==> config.mk <==
export PLATFORM = sky130hd
export DESIGN_NAME = io_timer
export DESIGN_NICKNAME = d
export VERILOG_FILES = /design/src/rtl/io_timer.sv
export SDC_FILE = /design/constraint.sdc
export NUM_CORES = 1
export LEC_CHECK = 0
export ABC_CLOCK_PERIOD_IN_PS = 3300
export BUFFER_PORTS_ARGS = -buffer_cell sky130_fd_sc_hd__buf_2
export CELL_PAD_IN_SITES_DETAIL_PLACEMENT = 2
export CELL_PAD_IN_SITES_GLOBAL_PLACEMENT = 2
export CORE_MARGIN = 2
export CORE_UTILIZATION = 34
export DETAILED_ROUTE_END_ITERATION = 16
export PLACE_DENSITY = 0.89
export SKIP_LAST_GASP = 1
export SLEW_MARGIN = 10
export SYNTH_ARGS = -nofsm -noshare
export SYNTH_HDL_FRONTEND = slang
export SYNTH_SLANG_ARGS = --single-unit
==> constraint.sdc <==
create_clock -name clk -period 3.3 [get_ports clk]
set_clock_uncertainty 0.15 [all_clocks]
set_input_delay 0.495 -clock clk [delete_from_list [all_inputs] [get_ports clk]]
set_output_delay 0.495 -clock clk [all_outputs]
set_load 0.01 [all_outputs]
==> src/rtl/io_timer.sv <==
// io_timer: memory-mapped countdown timer raising irq on expiry, one-shot or auto-reload.
// Define TIMER_IRQ_STATUS_EN to expose pending on CTRL bit4 and clear it by writing bit4=1.
module io_timer #(
  parameter logic [31:0] BASE_ADDR = 32'h0000_7F00
) (
  input  logic        clk,
  input  logic        reset,
  input  logic [29:0] addr,
  input  logic        we,
  input  logic [31:0] wdata,
  output logic [31:0] rdata,
  output logic        irq
);
  typedef enum logic [1:0] {IDLE, LOAD, CNT, INT} state_t;
  state_t      r_state;
  logic [3:0]  r_ctrl;
  logic [31:0] r_preset;
  logic [31:0] r_count;
  logic        r_pending;
  logic        w_sel;
  logic        w_wr_ctrl;
  logic        w_wr_pre;
  logic        w_ctrl_upd;
  logic        w_stat;
  assign w_sel     = addr[29:2] == BASE_ADDR[31:4];
  assign w_wr_ctrl = we && w_sel && addr[1:0] == 2'd0;
  assign w_wr_pre  = we && w_sel && addr[1:0] == 2'd1;
`ifdef TIMER_IRQ_STATUS_EN
  assign w_ctrl_upd = w_wr_ctrl && !wdata[4];
  assign w_stat     = r_pending;
`else
  assign w_ctrl_upd = w_wr_ctrl;
  assign w_stat     = 1'b0;
`endif
  assign irq = r_ctrl[3] & r_pending;
  always_comb
    rdata = !w_sel           ? 32'h0 :
            addr[1:0] == 2'd0 ? {27'h0, w_stat, r_ctrl} :
            addr[1:0] == 2'd1 ? r_preset :
            addr[1:0] == 2'd2 ? r_count : 32'h0;
  // bus writes are placed after the FSM so they win over same-edge FSM updates
  always_ff @(posedge clk) begin
    if (reset) begin
      r_state   <= IDLE;
      r_ctrl    <= 4'h0;
      r_preset  <= 32'h0;
      r_count   <= 32'h0;
      r_pending <= 1'b0;
    end else begin
      case (r_state)
        IDLE: if (r_ctrl[0]) r_state <= LOAD;
        LOAD: begin
          r_count <= r_preset;
          r_state <= CNT;
        end
        CNT: begin
          if (!r_ctrl[0]) r_state <= IDLE;
          else if (r_count > 32'd1) r_count <= r_count - 32'd1;
          else begin
            r_count   <= 32'h0;
            r_pending <= 1'b1;
            r_state   <= INT;
          end
        end
        INT: begin
          if (r_ctrl[2:1] == 2'd1) begin
            r_pending <= 1'b0;
            r_state   <= LOAD;
          end else begin
            r_ctrl[0] <= 1'b0;
            r_state   <= IDLE;
          end
        end
      endcase
      if (w_ctrl_upd) r_ctrl <= wdata[3:0];
      if (w_wr_pre) r_preset <= wdata;
      if (w_wr_ctrl || w_wr_pre) r_pending <= 1'b0;
    end
  end
endmodule
==> results of run 1 <==
-- tightest hold or removal path: stages --
cell	delay (ns)
buf_2	0.08
mux2i_1	0.06
nor2_1	0.07
-- cells in the mapped netlist, types with 3 or more instances --
library cell  count  area (um^2)
dfxtp_1          71         1420
o2111ai_1         3         26.3
and2_1            5         31.3
nor2_1           98          368
a31oi_1          12         75.1
inv_1             7         26.3
o31ai_1           3         22.5
nand3b_1          8         60.1
buf_2             8         40.0
clkbuf_1         29          109
a22oi_1          29          218
nand3_1          21          105
nor4_1           12         75.1
o211ai_1          8         60.1
mux2i_1          41          410
or3_1             5         31.3
o221ai_1          3         26.3
nand2_1          23         86.3
nor4b_1           3         26.3
clkbuf_8          5         68.8
a211oi_1          3         22.5
nor3_1           13         65.1
buf_6             3         33.8
mux2_2            3         33.8
and3_1            4         25.0
a41oi_1           4         35.0
a32oi_1          14          123
buf_1             3         11.3
or4_1             3         22.5
nand4_1           7         43.8
a21oi_1          30          150
nor2b_1           7         43.8
or4_4             3         33.8
nand2b_1          5         31.3
-- cell families (layout without fill, tap and decap cells) --
group,after synthesis,in the layout,synth area share
buffers and inverters,57,141,0.0675
adder cells (fa/ha/maj),2,2,0.00567
flip-flops,71,71,0.322
multiplexers,44,44,0.101
AND/OR/NAND/NOR,235,235,0.287
AO/OA/AOI/OAI,131,131,0.215
XOR/XNOR,1,1,0.00199
-- sequential cells by signal, indices dropped and copies added, names as in the netlist --
signal	flops
r_preset	32
r_pending	1
r_state	2
r_ctrl	4
r_count	32
-- metal layers --
layer  vias up  global-route usage  wire [um]
met3        23              0.0601        891
met2       150               0.444       8650
met4         0              0.0700        304
met1      2417               0.306       7510
met5         -                   0          0
li1       2178                   -          -
-- stage by stage --
step	area, um^2	total power [mW]	setup WS [ns]
3_3_place_gp	5010	0.960	0.547
5_1_grt	5350	2.17	0.279
2_1_floorplan	4410	0.910	0.848
4_1_cts	5350	2.12	0.424
3_5_place_dp	5010	0.964	0.426
6_report	5350	2.11	0.456
-- worst max-delay path by stage --
stage / start / end / slack [ns] / depth (start not counted)
2_1_floorplan: addr[15] / rdata[10] / 0.85 / 6
3_3_place_gp: addr[3] / rdata[28] / 0.55 / 6
3_5_place_dp: addr[15] / rdata[27] / 0.43 / 6
4_1_cts: addr[15] / rdata[27] / 0.42 / 6
5_1_grt: addr[15] / rdata[27] / 0.28 / 6
6_report: addr[15] / rdata[4] / 0.46 / 6
-- cell type report --
| type | instances | share of cell area |
|---|---|---|
| Clock buffer | 10 | 0.0446 |
| Clock inverter | 6 | 0.0201 |
| Inverter | 8 | 0.00561 |
| Multi-Input combinational cell | 413 | 0.505 |
| Sequential cell | 71 | 0.265 |
| Tap cell | 172 | 0.0402 |
| Timing Repair Buffer | 117 | 0.119 |
-- report_power, final --
group / internal [mW] / switching [mW] / leakage [nW] / total (mW)
sequential: 0.857 / 0.000000000424 / 0.571 / 0.857
clock: 0.756 / 0.406 / 0.168 / 1.16
combinational: 0.0379 / 0.0496 / 1.29 / 0.0875
total: 1.65 / 0.456 / 2.03 / 2.11
==> impl_metrics.csv, run 1 <==
group,metric,value,unit
outcome,status,"finished clean",
cts,cts-root-buf,"clkbuf_16",
synthesis,yosys.cell_types.count,66,
drt,wirelength,17400,um
sta,fin_crit_sh,0.862,
synthesis,synthFlopType,"dfxtp_1",
setup_path,critPathKind,"input port to primary output",
global_route,grt-ovfl-total,0,
hold_path,holdPathStages,3,
sta,tightest_slew,1.21,ns
layout,mostFrequentLayoutCell,"nor2_1",
synthesis,async_reset_ff_frac,0,
layout,area_growth,21.3,%
setup_path,slowest_delay,0.65,ns
layout,post-route-util,0.423,
placement,gp_congestion,0.871,
die,fp.dieH,118,um
die,floorplan.initialDensity,0.348,
placement,placedCellCount,781,
power_and_ir_drop,total_leakage_power,2.03,nW
setup_path,reg2reg_setup_slack,0.50,ns
sta,hold_viol,0,
setup_path,cp_data_arrival_time,2.20,ns
layout,fin_cells,797,
setup_path,crit_slowest_cell,"or2_2",
drt,wl_per_cell,21.8,um
setup_path,critPathMaxFanout,33,
layout,nFillCells,1431,
die,die_area,13900,um^2
job,drv_cap,0,
synthesis,synth-seq-area-share,0.322,
drt,postRouteAntennaNets,0,
cts,cts_buffer_depth,2,
placement,portBuffers,97,
setup_path,crit_family,"simple AND/OR/NAND/NOR gates",
power_and_ir_drop,powerDensity,394,nW/um^2
placement,dp_hpwl,12200,um
setup_path,cp-end-kind,"primary output",
cts,post_cts_buffers,0,
drt,initialDrtViolationCount,251,
cts,clkTransAtPathRegs,0.06,ns
hold_path,holdCritStartpoint,"wdata[10]",
global_route,grt_pass1_wl,28000,um
setup_path,timing.critical_path.required,2.65,ns
cts,cts_hold_buf,0,
layout,final_layout_size_suffix_gt1_frac,0.254,
layout,layout.nets,687,
synthesis,syn_avg_cell_area,8.16,um^2
setup_path,cpMostUsedCell,"buf_2",
synthesis,synth_nets,608,
setup_path,crit_chain,"buf_2 > nor4b_1 > nand4_1 > or2_2 > nor2_1 > buf_2",
setup_path,worstSetupStartpointType,"input port",
sta,relSlewSlack,0.195,
die,pin_count,98,
global_route,grt_start_max_net_pins,62,
cts,cts.sinks,71,
power_and_ir_drop,ir_drop,219,uV
sta,setup_viol,0,
setup_path,timing.rr.start,"r_count[24]",
sta,finalSetupTns,0,ns
hold_path,worst_hold_path_type,"input port to flop",
global_route,antenna_found_initial,0,
die,row_count,41,
setup_path,worstReg2RegEnd,"r_state[0]",
setup_path,path_buf_inv,2,
synthesis,synth-seq-cells,71,
sta,slew_viol_final,0,
synthesis,ys_warn_count,0,
die,core_area,12700,um^2
cts,cts.repair.resized,0,
layout,seqCellArea,1420,um^2
drt,via_per_inst,5.98,
layout,multi_input_area,2710,um^2
layout,insertedDiodeCount,0,
global_route,grt_pass1_vias,5090,
sta,max_freq,352,MHz
sta,timing.hold.ws,0.236,ns
cts,clk_latency,0.35,ns
global_route,grt_use_total,0.252,
cts,cts_tree,"done",
drt,routed-via-count,4768,
layout,layout_common_cells,"98 x nor2_1, 97 x buf_2, 71 x dfxtp_1, 41 x mux2i_1, 30 x a21oi_1",
cts,cts_buffers,9,
synthesis,synth-edff-count,0,
sta,min_period,2.84,ns
hold_path,min_to,"r_preset[10]",
cts,cts-htree-levels,3,
drt,route.detailed.drc,0,
die,dieWidth,118,um
synthesis,postSynthCellCount,541,
synthesis,syn_area,4410,um^2
sta,rsz0062_at_grt,"no",
setup_path,r2r_cells,6,
drt,drtPass1Iterations,5,
Power figures use the tool's default switching activity.
==> run 2, diff against run 1 <==
Settings changed: ABC_AREA from default to 1, CORE_UTILIZATION 34 to 30.
==> run 2 against run 1 <==
Clock power down 7%. Synthesized cell count is 47% higher. Sequential power about the same. Power is 3.6% lower. Final cell count grew 35%. Count of clock-buffer cells in the layout is 2 higher.
==> impl_metrics.csv, run 2 <==
group,metric,value,unit
setup_path,crit_chain,"buf_2 > nor4_1 > nand3b_1 > nor2_1 > inv_1 > buf_4 > a31oi_1 > buf_2",
sta,tightest_slew,0.753,ns
global_route,grt_use_total,0.251,
drt,route.detailed.drc,0,
cts,cts_hold_buf,0,
setup_path,slowest_delay,0.37,ns
synthesis,syn_area,4680,um^2
die,pin_count,98,
setup_path,worstSetupStartpointType,"input port",
setup_path,timing.rr.start,"r_count[0]",
hold_path,holdPathStages,3,
synthesis,synth-seq-cells,71,
global_route,grt_pass1_wl,32600,um
cts,cts_tree,"done",
power_and_ir_drop,p_switching,0.456,mW
synthesis,synth-edff-count,0,
power_and_ir_drop,total_leakage_power,2.62,nW
setup_path,crit_family,"buffers and inverters",
sta,max_freq,357,MHz
cts,post_cts_buffers,0,
job,drv_cap,0,
cts,cts_buffer_depth,2,
synthesis,async_reset_ff_frac,0,
sta,min_period,2.80,ns
global_route,antenna_found_initial,0,
global_route,grt_start_max_net_pins,40,
drt,routed-via-count,5570,
sta,timing.hold.ws,0.253,ns
cts,cts-root-buf,"clkbuf_16",
hold_path,holdCritStartpoint,"wdata[19]",
synthesis,yosys.cell_types.count,34,
cts,cts.sinks,71,
synthesis,yosys.area.top_type,"dfxtp_1",
cts,cts-htree-levels,3,
synthesis,ys_warn_count,0,
cts,clkTransAtPathRegs,0.06,ns
sta,hold_viol,0,
synthesis,synth_area_leaders,"dfxtp_1 30%, nand2_1 22%, inv_1 8.3%",
die,row_count,45,
layout,top_regs,"r_count (32), r_preset (32), r_ctrl (4)",
power_and_ir_drop,clkPwrFrac,0.530,
synthesis,synth_nets,861,
power_and_ir_drop,p_comb_frac,0.048,
setup_path,cpMostUsedCell,"buf_2",
drt,postRouteAntennaNets,0,
global_route,grt-ovfl-total,0,
setup_path,critPathMaxFanout,20,
setup_path,path_buf_inv,4,
setup_path,cp-end-kind,"primary output",
synthesis,yosysMostFrequentCell,"nand2_1",
setup_path,timing.critical_path.required,2.65,ns
synthesis,synth_common_cells,"272 x nand2_1, 103 x inv_1, 93 x nor2_1",
cts,cts.repair.resized,0,
layout,area_growth,20.1,%
placement,dp_hpwl,14200,um
synthesis,syn_avg_cell_area,5.89,um^2
hold_path,worst_hold_path_type,"input port to flop",
sta,setup_viol,0,
die,die_area,16600,um^2
synthesis,synth_top_area_share,0.304,
synthesis,synthFlopType,"dfxtp_1",
power_and_ir_drop,ir_drop,240,uV
die,fp.dieH,129,um
power_and_ir_drop,intPower,1.58,mW
power_and_ir_drop,pwr-share-seq,0.422,
setup_path,r2r_cells,11,
die,dieWidth,129,um
setup_path,cp_data_arrival_time,2.16,ns
die,core_area,15200,um^2
power_and_ir_drop,swShare,0.225,
power_and_ir_drop,powerDensity,361,nW/um^2
layout,fin_cells,1072,
outcome,status,"finished clean",
layout,mostFrequentLayoutCell,"nand2_1",
placement,gp_congestion,0.831,
setup_path,critPathKind,"input port to primary output",
drt,via_per_inst,5.20,
layout,insertedDiodeCount,0,
drt,drtPass1Iterations,4,
setup_path,crit_slowest_cell,"nor4_1",
layout,layout_common_cells,"272 x nand2_1, 103 x inv_1, 97 x buf_2, 92 x nor2_1, 71 x dfxtp_1",
cts,clk_latency,0.35,ns
drt,wl_per_cell,18.9,um
setup_path,reg2reg_setup_slack,0.67,ns
sta,finalSetupTns,0,ns
placement,portBuffers,97,
sta,slew_viol_final,0,
drt,initialDrtViolationCount,266,
drt,wirelength,20200,um
synthesis,postSynthCellCount,794,
sta,relSlewSlack,0.495,
sta,rsz0062_at_grt,"no",
layout,final_layout_size_suffix_gt1_frac,0.169,
power_and_ir_drop,total_power,2.03,mW
sta,fin_crit_sh,0.849,
layout,layout.nets,947,
synthesis,synth-seq-area-share,0.304,
setup_path,worstReg2RegEnd,"r_count[1]",
placement,placedCellCount,1057,
hold_path,min_to,"r_preset[19]",
cts,cts_buffers,9,
global_route,grt_pass1_vias,6042,
die,floorplan.initialDensity,0.308,
run 2: cell types whose count changed in the layout (fill, tap and decap cells not counted), sizes merged, moves of 10 or more:
cell   change
a32oi     -14
a22oi     -29
nand2    +256
inv       +96
a21oi     +34
o21ai     +48
mux2i     -41
nor4      -10
xor2      +10
run 2: power groups by stage:
| stage | Sequential, mW | Clock, mW | Combinational, mW |
|---|---|---|---|
| 2_1_floorplan | 0.876 | 0 | 0.0369 |
| 3_3_place_gp | 0.876 | 0 | 0.0934 |
| 3_5_place_dp | 0.876 | 0 | 0.0973 |
| 4_1_cts | 0.857 | 1.09 | 0.0988 |
| 5_1_grt | 0.857 | 1.12 | 0.108 |
| 6_report | 0.857 | 1.08 | 0.0980 |
run 2: per-stage QoR:
stage | worst slack, ns | util | area, um^2
3_3_place_gp | 0.574 | 0.349 | 5310
4_1_cts | 0.491 | 0.370 | 5620
5_1_grt | 0.334 | 0.370 | 5620
2_1_floorplan | 1.21 | - | 4680
6_report | 0.498 | 0.370 | 5620
3_5_place_dp | 0.493 | 0.349 | 5310
run 2: worst max path at each step:
stage | to | depth (start not counted) | slack (ns) | from
after floorplan | rdata[2] | 6 | 1.21 | addr[19]
after global placement | rdata[2] | 8 | 0.57 | addr[3]
after detailed placement | rdata[2] | 8 | 0.49 | addr[3]
after CTS | rdata[2] | 8 | 0.49 | addr[3]
after global routing | rdata[11] | 8 | 0.33 | addr[3]
final | rdata[2] | 8 | 0.50 | addr[3]
run 2: kinds of logic after synthesis:
kind of cell,synth area share
compound gates,0.151
xor+xnor,0.0318
fa+ha+maj,0.00535
buf+inv,0.123
flops,0.304
simple gates,0.385
run 2: cell type report:
class                   instances  area [um^2]
fillers                      1956         9580
inverters                     104          390
clock buffers                  12          246
repair buffers                109          576
well taps                     188          235
multi-input cells             585         2680
flip-flops and latches         71         1420
clock inverters                 3         67.6
run 2: worst min-delay path, delay by kind of cell:
| kind | cells | cell delay [ns] |
|---|---|---|
| AND/OR/NAND/NOR | 1 | 0.08 |
| buffers and inverters | 1 | 0.07 |
| AO/OA/AOI/OAI | 1 | 0.07 |
run 2: per-layer routing:
metal,track usage,routed length [um],up-vias
met3,0.0362,815,35
met2,0.439,9970,144
li1,-,-,2645
met5,0,0,-
met1,0.315,9010,2746
met4,0.0940,452,0
